[src/rtl/lcd_nibble_receiver.sv]
// Passive HD44780 bus snooper: rebuilds bytes from 4-bit or init-time 8-bit strobes
// and mirrors the 2x16 character display into a local buffer with a registered read port.
module lcd_nibble_receiver (
    input  logic       clkLcd,
    input  logic       reset,
    input  logic       lcd_rs,
    input  logic       lcd_e,
    input  logic [3:0] lcd_data,
    input  logic [4:0] rd_addr,
    output logic [7:0] rd_data,
    output logic       byte_valid,
    output logic       byte_rs,
    output logic [7:0] byte_data,
    output logic       mode4,
    output logic       busy,
    output logic [4:0] cur_addr,
    output logic       overrun
);

    localparam logic PH_HIGH = 1'b0;
    localparam logic PH_LOW  = 1'b1;

    logic       e_q;
    logic       rs_q;
    logic [3:0] d_q;
    logic       phase;
    logic [3:0] hi_nib;
    logic       hi_rs;
    logic [4:0] sweep_idx;
    logic [7:0] disp_buf [32];

    logic       strobe;
    logic       comp_valid;
    logic       comp_rs;
    logic [7:0] comp_byte;

    // Falling edge of E, seen against the registered copy of the bus.
    always_comb begin
        strobe     = e_q & ~lcd_e;
        comp_valid = 1'b0;
        comp_rs    = rs_q;
        comp_byte  = {d_q, 4'h0};
        if (strobe) begin
            if (!mode4) begin
                comp_valid = 1'b1;
            end else if (phase == PH_LOW) begin
                comp_valid = 1'b1;
                comp_rs    = hi_rs;
                comp_byte  = {hi_nib, d_q};
            end
        end
    end

    always_ff @(posedge clkLcd or posedge reset) begin
        if (reset) begin
            e_q    <= 1'b0;
            rs_q   <= 1'b0;
            d_q    <= '0;
            mode4  <= 1'b0;
            phase  <= PH_HIGH;
            hi_nib <= '0;
            hi_rs  <= 1'b0;
        end else begin
            e_q  <= lcd_e;
            rs_q <= lcd_rs;
            d_q  <= lcd_data;
            if (strobe) begin
                if (!mode4) begin
                    if (!rs_q && d_q == 4'h2) begin
                        mode4 <= 1'b1;
                        phase <= PH_HIGH;
                    end
                end else if (phase == PH_HIGH) begin
                    hi_nib <= d_q;
                    hi_rs  <= rs_q;
                    phase  <= PH_LOW;
                end else begin
                    phase <= PH_HIGH;
                end
            end
        end
    end

    always_ff @(posedge clkLcd or posedge reset) begin
        if (reset) begin
            byte_valid <= 1'b0;
            byte_rs    <= 1'b0;
            byte_data  <= '0;
            cur_addr   <= '0;
            busy       <= 1'b0;
            sweep_idx  <= '0;
            overrun    <= 1'b0;
        end else begin
            byte_valid <= comp_valid;
            if (comp_valid) begin
                byte_rs   <= comp_rs;
                byte_data <= comp_byte;
            end
            if (busy) begin
                sweep_idx <= sweep_idx + 5'd1;
                if (sweep_idx == 5'd31)
                    busy <= 1'b0;
            end
            if (comp_valid) begin
                if (busy) begin
                    overrun <= 1'b1;
                end else if (comp_rs) begin
                    cur_addr <= {cur_addr[4], cur_addr[3:0] + 4'd1};
                end else if (comp_byte[7]) begin
                    cur_addr <= {comp_byte[6], comp_byte[3:0]};
                end else if (comp_byte == 8'h01) begin
                    busy      <= 1'b1;
                    sweep_idx <= '0;
                    cur_addr  <= '0;
                end else if (comp_byte == 8'h02 || comp_byte == 8'h03) begin
                    cur_addr <= '0;
                end
            end
        end
    end

    // The sweep owns the write port; byte application is blocked while busy.
    always_ff @(posedge clkLcd or posedge reset) begin
        if (reset) begin
            for (int unsigned i = 0; i < 32; i++)
                disp_buf[i] <= 8'h20;
            rd_data <= '0;
        end else begin
            rd_data <= disp_buf[rd_addr];
            if (busy)
                disp_buf[sweep_idx] <= 8'h20;
            else if (comp_valid && comp_rs)
                disp_buf[cur_addr] <= comp_byte;
        end
    end

endmodule

[config.mk]
export PLATFORM = sky130hd
export DESIGN_NAME = lcd_nibble_receiver
export DESIGN_NICKNAME = d
export VERILOG_FILES = /design/src/rtl/lcd_nibble_receiver.sv
export SDC_FILE = /design/constraint.sdc
export NUM_CORES = 1
export LEC_CHECK = 0
export CAP_MARGIN = 20
export CORE_AREA = 3 3 186 188
export CTS_CLUSTER_DIAMETER = 150
export DETAILED_ROUTE_END_ITERATION = 10
export DIE_AREA = 0 0 189 191
export GPL_TIMING_DRIVEN = 1
export HOLD_SLACK_MARGIN = 0.02
export PLACE_DENSITY = 0.72
export SYNTH_ARGS = -nofsm -noshare
export SYNTH_HDL_FRONTEND = slang
export SYNTH_SLANG_ARGS = --single-unit
export TNS_END_PERCENT = 1
[constraint.sdc]
create_clock -name clkLcd -period 24.2 [get_ports clkLcd]
set_input_delay 7.26 -clock clkLcd [delete_from_list [all_inputs] [get_ports clkLcd]]
set_output_delay 7.26 -clock clkLcd [all_outputs]
set_load 0.01 [all_outputs]
* After elaboration in Yosys (flattened, before gate mapping)
Index checks and enable logic that the tools add are counted.
** Cells by class
- $add $sub $neg :: 2
- $lt $le $gt $ge :: 5
- Equality and inequality tests :: 5
- Muxes and demuxes :: 41
- Bitwise gates (word level) :: 11
- Reduce and logical (&&, ||, !) cells :: 16
** Operators by type and width (count)
- $mux W256 :: 2
- $bwmux W256 :: 1
- $and A224 B224 Y224 :: 1
- $not A224 Y224 :: 1
- $demux W8 S5 :: 2
- $mux W8 :: 7
- $mux W5 :: 9
- $bmux W8 S5 :: 1
- $or A32 B32 Y32 :: 1
- $ge A6 B6 Y1 const B :: 3
- $mux W1 :: 18
- $not A5 Y6 :: 3
- $eq A8 B2 Y1 const B :: 2
- $lt A6 B1 Y1 const B :: 2
- $eq A8 B1 Y1 const B :: 1
- $reduce_and A2 Y1 :: 3
- $reduce_and A3 Y1 :: 2
- $add A5 B1 Y5 const B :: 1
- $eq A5 B5 Y1 const B :: 1
- $add A4 B1 Y4 const B :: 1
- $eq A4 B2 Y1 const B :: 1
- $logic_and A1 B1 Y1 :: 4
- $mux W4 :: 1
- $not A1 Y1 :: 4
- 7 further kinds :: 8
** Word-level totals
- Flip-flop bits (word level) :: 299
- Bits of input ports :: 13
- Output and inout bits :: 26
- Logic and storage cells :: 128

* Longest topological paths before layout
Gate-level depths: netlist of run 1.
- Depth in word-level cells :: 9
- Gate-level depth with buffers :: 8

* Worst setup path after synthesis of run 1
No wires, ideal clock.
- Kind :: input to register
- From :: in lcd_e
- To :: reg cur_addr[4]
- Library setup time :: 0.122 ns
- Data arrival time :: 8.713 ns
- Data required time :: 24.078 ns
- Setup slack :: 15.365 ns
- Stages :: 7
- Path buffers :: 3
- Cell sequence :: and4b_1 -> buf_4 -> mux2_2 -> buf_6 -> buf_6 -> a211o_1 -> a32o_1
** Between the ends
- Word-level cells in the longest chain between the ends :: 7
** Ends and longest elaborated chain
- from (decl) :: RTL line 7 : input logic lcd_e,
- $not A1 Y1 * :: RTL line 39 : strobe = e_q & ~lcd_e;
- $and A1 B1 Y1 * :: RTL line 39
- $mux W8 :: RTL line 43 : if (strobe) begin
- $eq A8 B2 Y1 :: RTL line 115 : end else if (comp_byte == 8'h02 || comp_byte == 8'h03) begin
- $logic_or A1 B1 Y1 :: RTL line 115
- $reduce_bool A3 Y1 (no source line)
- $reduce_and A4 Y1 (no source line)
- to (signal assigned) :: RTL line 108 : cur_addr <= {cur_addr[4], cur_addr[3:0] + 4'd1};
- to (signal assigned) :: RTL line 110 : cur_addr <= {comp_byte[6], comp_byte[3:0]};
- to (decl) :: RTL line 16 : output logic [4:0] cur_addr,
Mark *: on every way between the ends. The rest lies on a longest branch, timed or not.
A chain may end at the register's enable or synchronous reset.

* Worst setup path after layout of run 1
- From :: in lcd_e
- To :: reg disp_buf[202] (netlist name)
** Between the ends
- Word-level cells in the longest chain between the ends :: 6
** Ends and longest elaborated chain
- $not A1 Y1 * :: RTL line 39
- $and A1 B1 Y1 * :: RTL line 39
- $mux W8 :: RTL line 43
- $bwmux W256 :: RTL line 133 : disp_buf[cur_addr] <= comp_byte;
- $mux W256 :: RTL line 132 : else if (comp_valid && comp_rs)
- $mux W256 :: RTL line 130 : if (busy)
- to (signal, indexed assignment) :: RTL line 133
- to (decl) :: RTL line 30 : logic [7:0] disp_buf [32];
Mark *: on every way between the ends. The rest lies on a longest branch, timed or not. The select of a mux whose other input is x is not followed.

==> results of run 1 <==
==> area by class of cell <==
cell class | instances | share of cell area
Multi-Input combinational cell | 833 | 0.423
Clock inverter | 8 | 0.00271
Clock buffer | 48 | 0.0548
Sequential cell | 299 | 0.453
Tap cell | 448 | 0.0338
Timing Repair Buffer | 52 | 0.0307
Inverter | 8 | 0.00226
==> routing by layer <==
layer	track usage	up-vias
met3	0.0394	89
li1	-	4381
met1	0.306	5047
met2	0.325	356
met5	0	-
met4	0.0765	2
==> where the power goes <==
| group | internal [mW] | switching [mW] | total [mW] | leakage [nW] |
|---|---|---|---|---|
| clock network | 0.256 | 0.196 | 0.452 | 0.468 |
| logic | 0.137 | 0.163 | 0.300 | 4.23 |
| registers | 0.617 | 0.0772 | 0.695 | 2.93 |
| total | 1.01 | 0.436 | 1.45 | 7.64 |
==> placed cells by master, fill, tap and decap left out, types with 2 or more instances in the layout <==
master / netlist / routed
a21o_1: 2 / 2
a21oi_1: 32 / 32
and2_1: 3 / 3
and3_1: 3 / 3
and3_2: 2 / 2
and3b_1: 6 / 6
buf_4: 2 / 13
clkbuf_1: 48 / 10
clkbuf_16: 0 / 31
clkbuf_8: 0 / 7
clkdlybuf4s50_1: 0 / 36
clkinv_2: 0 / 6
clkinvlp_4: 0 / 2
dfrtp_1: 267 / 267
dfstp_2: 32 / 32
ha_1: 9 / 9
inv_1: 8 / 7
mux2_2: 6 / 6
mux2i_1: 264 / 260
mux2i_4: 1 / 5
mux4_2: 64 / 64
nand2_1: 296 / 295
nand2b_1: 3 / 3
nand3_1: 3 / 3
nand3b_1: 3 / 3
nand4_1: 3 / 3
nand4_2: 6 / 6
nand4_4: 9 / 9
nand4b_1: 2 / 2
nor2_1: 11 / 11
nor2b_1: 2 / 2
nor3_1: 5 / 5
nor3_4: 18 / 18
nor3b_1: 6 / 6
nor4_1: 9 / 9
o21ai_0: 8 / 8
o221ai_1: 2 / 2
o22ai_1: 32 / 32
or3b_2: 2 / 2
xnor2_1: 2 / 2
==> synthesized netlist by cell type (all sizes together) (8+ instances only) <==
master    n  area, sq um
mux4     64         1440
nand4    18          285
clkbuf   48          180
o21ai     8         40.0
mux2i   265         2670
ha        9          113
dfrtp   267         6680
o22ai    32          200
dfstp    32          841
nor3     23          318
nand2   296         1110
nor4      9         56.3
nor2     11         41.3
a21oi    32          160
buf      33          191
inv       8         30.0
==> metrics by stage <==
stage | power (mW) | worst slack (ns) | cell area (sq um) | utilization
after floorplan | 0.886 | 8.73 | 14900 | -
after global placement | 0.981 | 14.06 | 15600 | 0.469
after detailed placement | 0.998 | 14.00 | 15700 | 0.470
after CTS | 1.45 | 14.57 | 16600 | 0.499
after global routing | 1.52 | 14.42 | 16600 | 0.499
final | 1.45 | 14.54 | 16600 | 0.499
==> final timing paths <==
check                         from             to  slack, ns
hold reg to reg            overrun        overrun       0.47
setup / recovery             lcd_e  disp_buf[202]      14.54
hold / removal             overrun        overrun       0.47
max in group asynchronous    reset   byte_data[1]      15.50
setup reg to reg              busy   disp_buf[93]      21.32
min in group asynchronous    reset   disp_buf[24]       7.29
==> sequential cells by signal, indices dropped and copies added (netlist names) <==
name and count:
rd_data 8, sweep_idx 5, phase 1, byte_rs 1, e_q 1, rs_q 1
busy 1, disp_buf 256, overrun 1, d_q 4, hi_rs 1, hi_nib 4
cur_addr 5, mode4 1, byte_valid 1, byte_data 8
==> logic make-up after synthesis <==
group / Yosys count / share of synthesized area
AND/OR/NAND/NOR: 401 / 0.144
XOR/XNOR: 3 / 0.00176
buffers and inverters: 89 / 0.0270
adder cells (fa/ha/maj): 9 / 0.00756
flip-flops: 299 / 0.505
multiplexers: 335 / 0.280
AO/OA/AOI/OAI: 85 / 0.0342
==> results.yml, run 1 <==
timing:
  finClkSkew_ns: 0.00961
  period_minus_slack_ns: 9.66
  max_slew.worst_pin.slew_ns: 1.08
  maxSlewViolCount: 0
  finalHoldViolCount: 0
  fmax_mhz: 104
  setup_tns_ns: 0
  timing.hold.ws_ns: 0.469
  fin_crit_sh: 0.399
  slew_headroom: 0.279
  setup_viol: 0
  rsz0062_at_grt: "no"
critical_path:
  critPathRequiredTime_ns: 24.67
  cp_slowest_cell: "mux2_2"
  crit_type: "in2reg"
  r2r_cells: 4
  cp_top_family: "simple AND/OR/NAND/NOR gates"
  critPathArrivalTime_ns: 10.13
  cp-end-kind: "flip-flop"
  max_stage_delay_ns: 0.83
  start_kind: "primary input"
  crit_chain: "clkdlybuf4s50_1 -> and4b_1 -> mux2_2 -> nand4_2 -> mux2i_1"
  crit_buf_inv: 1
  cp.depth: 5
  cp_max_fo: 18
yosys:
  avgSynthCellArea_sq_um: 12.2
  async_flop_share: 1.00
  synth_nets: 1243
  syn_area_sq_um: 14900
  ys_seq_elements: 299
  seq_area_frac_synth: 0.505
  synth_enable_flop_cells: 0
  synth_warnings: 0
  synth.distinct_cells: 58
  yosys_most_used_dff: "dfrtp_1"
  syn_inst: 1221
pwr:
  pwr_density_cell_nw_per_um2: 87.1
  p_leak_nw: 7.64
  vdd_drop_max_mv: 0.0629
cells_and_area:
  drive_gt1_frac: 0.170
  final_cells: 1696
  multi_input_area_sq_um: 7020
  nets: 1247
  antenna_cells: 0
  syn2layout_area_growth_pct: 11.5
  fill_cells: 2934
  register_area_sq_um: 7520
global_routing:
  grt_overflow: 0
  grt_pass1_wl_um: 60500
  grt_pass1_vias: 10400
  grt_max_degree: 169
  grt_usage: 0.212
  antenna_found_initial: 1
drt:
  avgViaCountPerCell: 5.82
  drtAntennaViolNets: 0
  wl_met1_um: 16900
  dr.pass1.iters: 5
  drc: 0
  drt-initial-drc-count: 870
  dr_wl_met2_um: 16900
  drt-total-wl_um: 37800
  wl_met3_um: 2610
  via_count: 9875
  wl_per_cell_um: 22.3
  top_layer_used: "met5"
floorplan:
  core-area_sq_um: 33300
  dieArea_sq_um: 36100
  die_y_um: 191
  row_count: 67
  dieWidth_um: 189
  initial_core_util: 0.447
  io_pins: 39
place:
  hpwl_um: 24000
  gp_congestion: 0.873
  portBuffers: 38
  placed_cells: 1640
clock_tree:
  clock_latency_ns: 0.56
  cts_tree: "yes"
  cts_buffers: 31
  cts_setup_buffers: 0
  root_buffer: "clkbuf_16"
  clk_pin_slew_worst_paths_ns: 0.06
  clk_path_buf_depth: 3
  cts_num_sinks: 299
  cts_hold_buf: 0
  cts_max_level: 1
  cts_resized: 0
run:
  cap_violations: 0
outcome:
  status: "complete, no violations"
worst_hold_path:
  hold-path-cell-count: 1
  hold_class: "reg2reg"
No activity file was read; power rests on OpenSTA's default activity.
==> inputs of run 2 (changes only) <==
Settings changed: PLACE_DENSITY 0.72 to 0.74.
Clock period 24.2 ns to 8.8 ns, I/O delays scaled along.
==> run 2 against run 1 <==
Clock-buffer cell count decreased by 1. Critical path depth unchanged. Highest routed layer unchanged. Largest power group unchanged. Critical path type unchanged. Worst hold slack got worse by 0.011 ns. Die area unchanged. Worst setup slack got worse by 11 ns. Global-route usage decreased by 0.33 points. Sequential share of layout area decreased by 0.69 points. Clock power increased to 3.4 times the previous value. First-iteration DRC count increased by 6.0%.
==> results.yml, run 2 (same netlist as run 1, synthesis figures left out) <==
clock_tree:
  cts_tree: "yes"
  cts_setup_buffers: 0
  cts_buffers: 34
  cts_resized: 0
  clk_path_buf_depth: 3
  root_buffer: "clkbuf_16"
  clock_latency_ns: 0.51
  clk_pin_slew_worst_paths_ns: 0.06
  cts_max_level: 2
  cts_num_sinks: 299
  cts_hold_buf: 0
cells_and_area:
  final_common_cell: "nand2_1"
  antenna_cells: 0
  final_cells: 1699
  syn2layout_area_growth_pct: 13.2
  nets: 1249
  drive_gt1_frac: 0.176
  largestRegisters: "disp_buf: 256 flops, byte_data: 8 flops, rd_data: 8 flops"
  final_cell_mix: "nand2_1 (293), dfrtp_1 (267), mux2i_1 (260)"
  largest_reg_flops: 256
  top_register: "disp_buf"
floorplan:
  core-area_sq_um: 33300
  dieWidth_um: 189
  initial_core_util: 0.447
  io_pins: 39
  dieArea_sq_um: 36100
  row_count: 67
  die_y_um: 191
timing:
  slew_headroom: 0.229
  period_minus_slack_ns: 5.09
  setup_ws_ns: 3.71
  setup_tns_ns: 0
  rsz0062_at_grt: "no"
  max_slew.worst_pin.slew_ns: 1.16
  maxSlewViolCount: 0
  finalHoldViolCount: 0
  fin_crit_sh: 0.579
  setup_viol: 0
  fmax_mhz: 196
  timing.hold.ws_ns: 0.459
  finClkSkew_ns: 0.0229
outcome:
  status: "complete, no violations"
global_routing:
  grt_max_degree: 185
  grt_pass1_vias: 10400
  grt_usage: 0.209
  grt_pass1_wl_um: 59400
  grt_overflow: 0
  antenna_found_initial: 0
place:
  hpwl_um: 23900
  portBuffers: 38
  place_ws_ns: 3.19
  gp_congestion: 0.844
  placed_cells: 1639
critical_path:
  critPathRequiredTime_ns: 9.13
  r2r_setup_slack_ns: 5.87
  r2r_cells: 4
  cp-end-kind: "flip-flop"
  rr_startpoint: "busy"
  crit_type: "in2reg"
  r2r_end: "disp_buf[122]"
  start_kind: "primary input"
  cp_max_fo: 18
  critPathArrivalTime_ns: 5.42
drt:
  via_count: 9913
  drtAntennaViolNets: 0
  drt-total-wl_um: 37200
  wl_per_cell_um: 21.9
  drt-initial-drc-count: 922
  avgViaCountPerCell: 5.83
  drc: 0
  dr.pass1.iters: 5
pwr:
  p_leak_nw: 7.76
  switchingPower_mw: 1.23
  power_frac_comb: 0.190
  pwr_density_cell_nw_per_um2: 254
  power_frac_seq: 0.449
  clkPwrFrac: 0.361
  power.internal_mw: 3.05
  vdd_drop_max_mv: 0.148
  p_sw_frac: 0.287
  finalPower_mw: 4.28
run:
  cap_violations: 0
worst_hold_path:
  hold-path-cell-count: 1
  worstHoldStart: "overrun"
  hold_path_end: "overrun"
  hold_class: "reg2reg"
-- run 2: cell types whose count changed in the layout (fill, tap and decap cells not counted), sizes merged --
cell      change
clkinvlp      -1
clkinv        -2
clkbuf        -1
buf           -1
bufinv        +7
inv           +1
-- run 2: routing by layer --
metal  GRT usage  vias up  part of all wire
li1            -     4381                 -
met1       0.290     5050              0.43
met2       0.328      386              0.46
met3      0.0392       94             0.068
met4      0.0831        2             0.039
met5           0        -           0.00046
-- run 2: how the worst max path moves through the flow --
stage | to | slack (ns) | start
floorplan | busy | 2.21 | reset
global placement | disp_buf[155] | 3.27 | lcd_e
global route | disp_buf[173] | 3.56 | lcd_e
finish | disp_buf[170] | 3.71 | lcd_e
CTS | disp_buf[171] | 3.72 | lcd_e
detailed placement | disp_buf[171] | 3.19 | lcd_e
-- run 2: layout make-up --
class / instances / area [sq um]
clock buffer: 47 / 971
clock inverter: 13 / 248
fill: 2819 / 16400
inverter: 8 / 33.8
multi-input combinational: 833 / 7030
sequential: 299 / 7520
tap: 448 / 561
timing repair buffer: 51 / 503
-- run 2: per-stage QoR --
step,area [sq um],utilization
after floorplan,14900,-
after global routing,16900,0.507
after detailed placement,15600,0.470
after global placement,15600,0.469
final,16900,0.507
after CTS,16900,0.507
-- run 2: power by group through the flow --
stage / Sequential, mW / Clock [mW] / Combinational [mW]
floorplan: 1.85 / 0 / 0.586
global placement: 1.92 / 0 / 0.771
detailed placement: 1.93 / 0 / 0.812
CTS: 1.92 / 1.56 / 0.814
global route: 1.95 / 1.62 / 0.892
finish: 1.92 / 1.54 / 0.813
-- run 2: critical path, stage by stage --
cell             delay (ns)
clkdlybuf4s50_1        0.48
and4b_1                0.75
mux2_2                 0.80
nand4_2                0.50
mux2i_1                0.22
==> inputs of run 3 (changes only) <==
Settings changed: PLACE_DENSITY 0.74 to 0.72.
Clock period 8.8 ns to 5 ns, I/O delays scaled along.
==> run 3 against run 2 <==
Final cell count rose by 0.77%. Core utilization rose by 0.27 points. Flip-flop and latch count did not move. Worst setup slack got worse by 2.6 ns. Global-route usage rose by 0.55 points. Total power rose by 70%. Critical path depth did not move. Register-to-register slack got worse by 3.7 ns. First-iteration DRC count fell by 22%.
==> results.yml, run 3 (same netlist as run 1, synthesis figures left out) <==
place:
  place_area_sq_um: 15800
  placed_cells: 1650
  hpwl_um: 25200
  gp_congestion: 0.869
  portBuffers: 38
timing:
  setup_viol: 0
  slew_headroom: 0.318
  finalHoldViolCount: 0
  period_minus_slack_ns: 3.87
  rsz0062_at_grt: "no"
  timing.hold.ws_ns: 0.462
  max_slew.worst_pin.slew_ns: 1.02
  fin_crit_sh: 0.775
  fmax_mhz: 258
  finClkSkew_ns: 0.0150
  maxSlewViolCount: 0
drt:
  drtAntennaViolNets: 0
  drt-total-wl_um: 37600
  wl_per_cell_um: 22.0
  dr.pass1.iters: 5
  drt-initial-drc-count: 723
  drc: 0
  avgViaCountPerCell: 5.81
  via_count: 9952
critical_path:
  r2r_cells: 4
  rr_startpoint: "mode4"
  cp-end-kind: "flip-flop"
  cp_slowest_cell: "mux2_2"
  r2r_setup_slack_ns: 2.22
  r2r_end: "disp_buf[251]"
  crit_type: "in2reg"
  crit_chain: "clkdlybuf4s50_1 -> and4b_1 -> mux2_2 -> nand4_2 -> mux2i_1"
  critPathRequiredTime_ns: 5.35
  critPathArrivalTime_ns: 4.22
  max_stage_delay_ns: 0.78
  start_kind: "primary input"
  cp_max_fo: 18
clock_tree:
  root_buffer: "clkbuf_16"
  cts_num_sinks: 299
  cts_buffers: 34
  clk_pin_slew_worst_paths_ns: 0.06
  clk_path_buf_depth: 3
  cts_hold_buf: 0
  cts_max_level: 2
  cts_tree: "yes"
  clock_latency_ns: 0.51
  cts_resized: 0
  cts_setup_buffers: 0
cells_and_area:
  syn2layout_area_growth_pct: 13.8
  largestRegisters: "disp_buf: 256 flops, byte_data: 8 flops, rd_data: 8 flops"
  finish.instance_area_sq_um: 17000
  largest_reg_flops: 256
  top_register: "disp_buf"
  drive_gt1_frac: 0.181
  final_cell_mix: "nand2_1 (295), dfrtp_1 (267), mux2i_1 (260)"
  antenna_cells: 0
  final_common_cell: "nand2_1"
  final_cells: 1712
  nets: 1261
  fin_util: 0.509
pwr:
  pwr_density_cell_nw_per_um2: 429
  clkPwrFrac: 0.344
  p_sw_frac: 0.290
  power_frac_comb: 0.195
  finalPower_mw: 7.28
  switchingPower_mw: 2.11
  power_frac_seq: 0.461
  power.internal_mw: 5.17
  p_leak_nw: 7.82
  vdd_drop_max_mv: 0.294
outcome:
  status: "complete, no violations"
floorplan:
  dieWidth_um: 189
  die_y_um: 191
  dieArea_sq_um: 36100
  initial_core_util: 0.447
  row_count: 67
  io_pins: 39
  core-area_sq_um: 33300
run:
  cap_violations: 0
global_routing:
  grt_overflow: 0
  grt_usage: 0.215
  grt_max_degree: 89
  grt_pass1_wl_um: 61200
  grt_pass1_vias: 10700
  antenna_found_initial: 0
worst_hold_path:
  worstHoldStart: "overrun"
  hold-path-cell-count: 1
  hold_path_end: "overrun"
  hold_class: "reg2reg"
## run 3: layout make-up
cell class / instances / area, sq um
clock buffers: 57 / 1110
clock inverters: 4 / 20.0
fillers: 2886 / 16300
inverters: 8 / 33.8
multi-input cells: 833 / 7020
flip-flops and latches: 299 / 7520
well taps: 448 / 561
repair buffers: 63 / 686
## run 3: worst max path at each step
stage                     slack [ns]            end   from  cells past startpoint
after CTS                       1.14  disp_buf[251]  lcd_e                      5
after floorplan                -0.45           busy  reset                      1
after global routing            1.01  disp_buf[253]  lcd_e                      5
after detailed placement        0.62  disp_buf[216]  lcd_e                      5
after global placement          0.69  disp_buf[250]  lcd_e                      5
final                           1.13  disp_buf[251]  lcd_e                      5
## run 3: power by group through the flow
stage | clock, mW | combinational (mW) | sequential [mW]
floorplan | 0 | 1.03 | 3.26
detailed placement | 0 | 1.42 | 3.38
CTS | 2.53 | 1.42 | 3.35
global placement | 0 | 1.36 | 3.36
global route | 2.62 | 1.57 | 3.42
finish | 2.50 | 1.42 | 3.36
## run 3: per-stage QoR
stage               setup TNS, ns  setup WS [ns]
finish                          0           1.13
global route                    0           1.01
CTS                             0           1.14
detailed placement              0          0.620
global placement                0          0.686
floorplan                 -119.33         -0.447
## run 3: worst max-delay path, delay by kind of cell
| family | cells | cell delay [ns] |
|---|---|---|
| buffers and inverters | 1 | 0.48 |
| and+or+nand+nor | 2 | 1.20 |
| muxes | 2 | 1.01 |
## run 3: per-layer routing
metal | wire [um] | track usage
met5 | 0 | 0
met3 | 2080 | 0.0350
met4 | 1220 | 0.0753
met2 | 17800 | 0.344
met1 | 16500 | 0.298
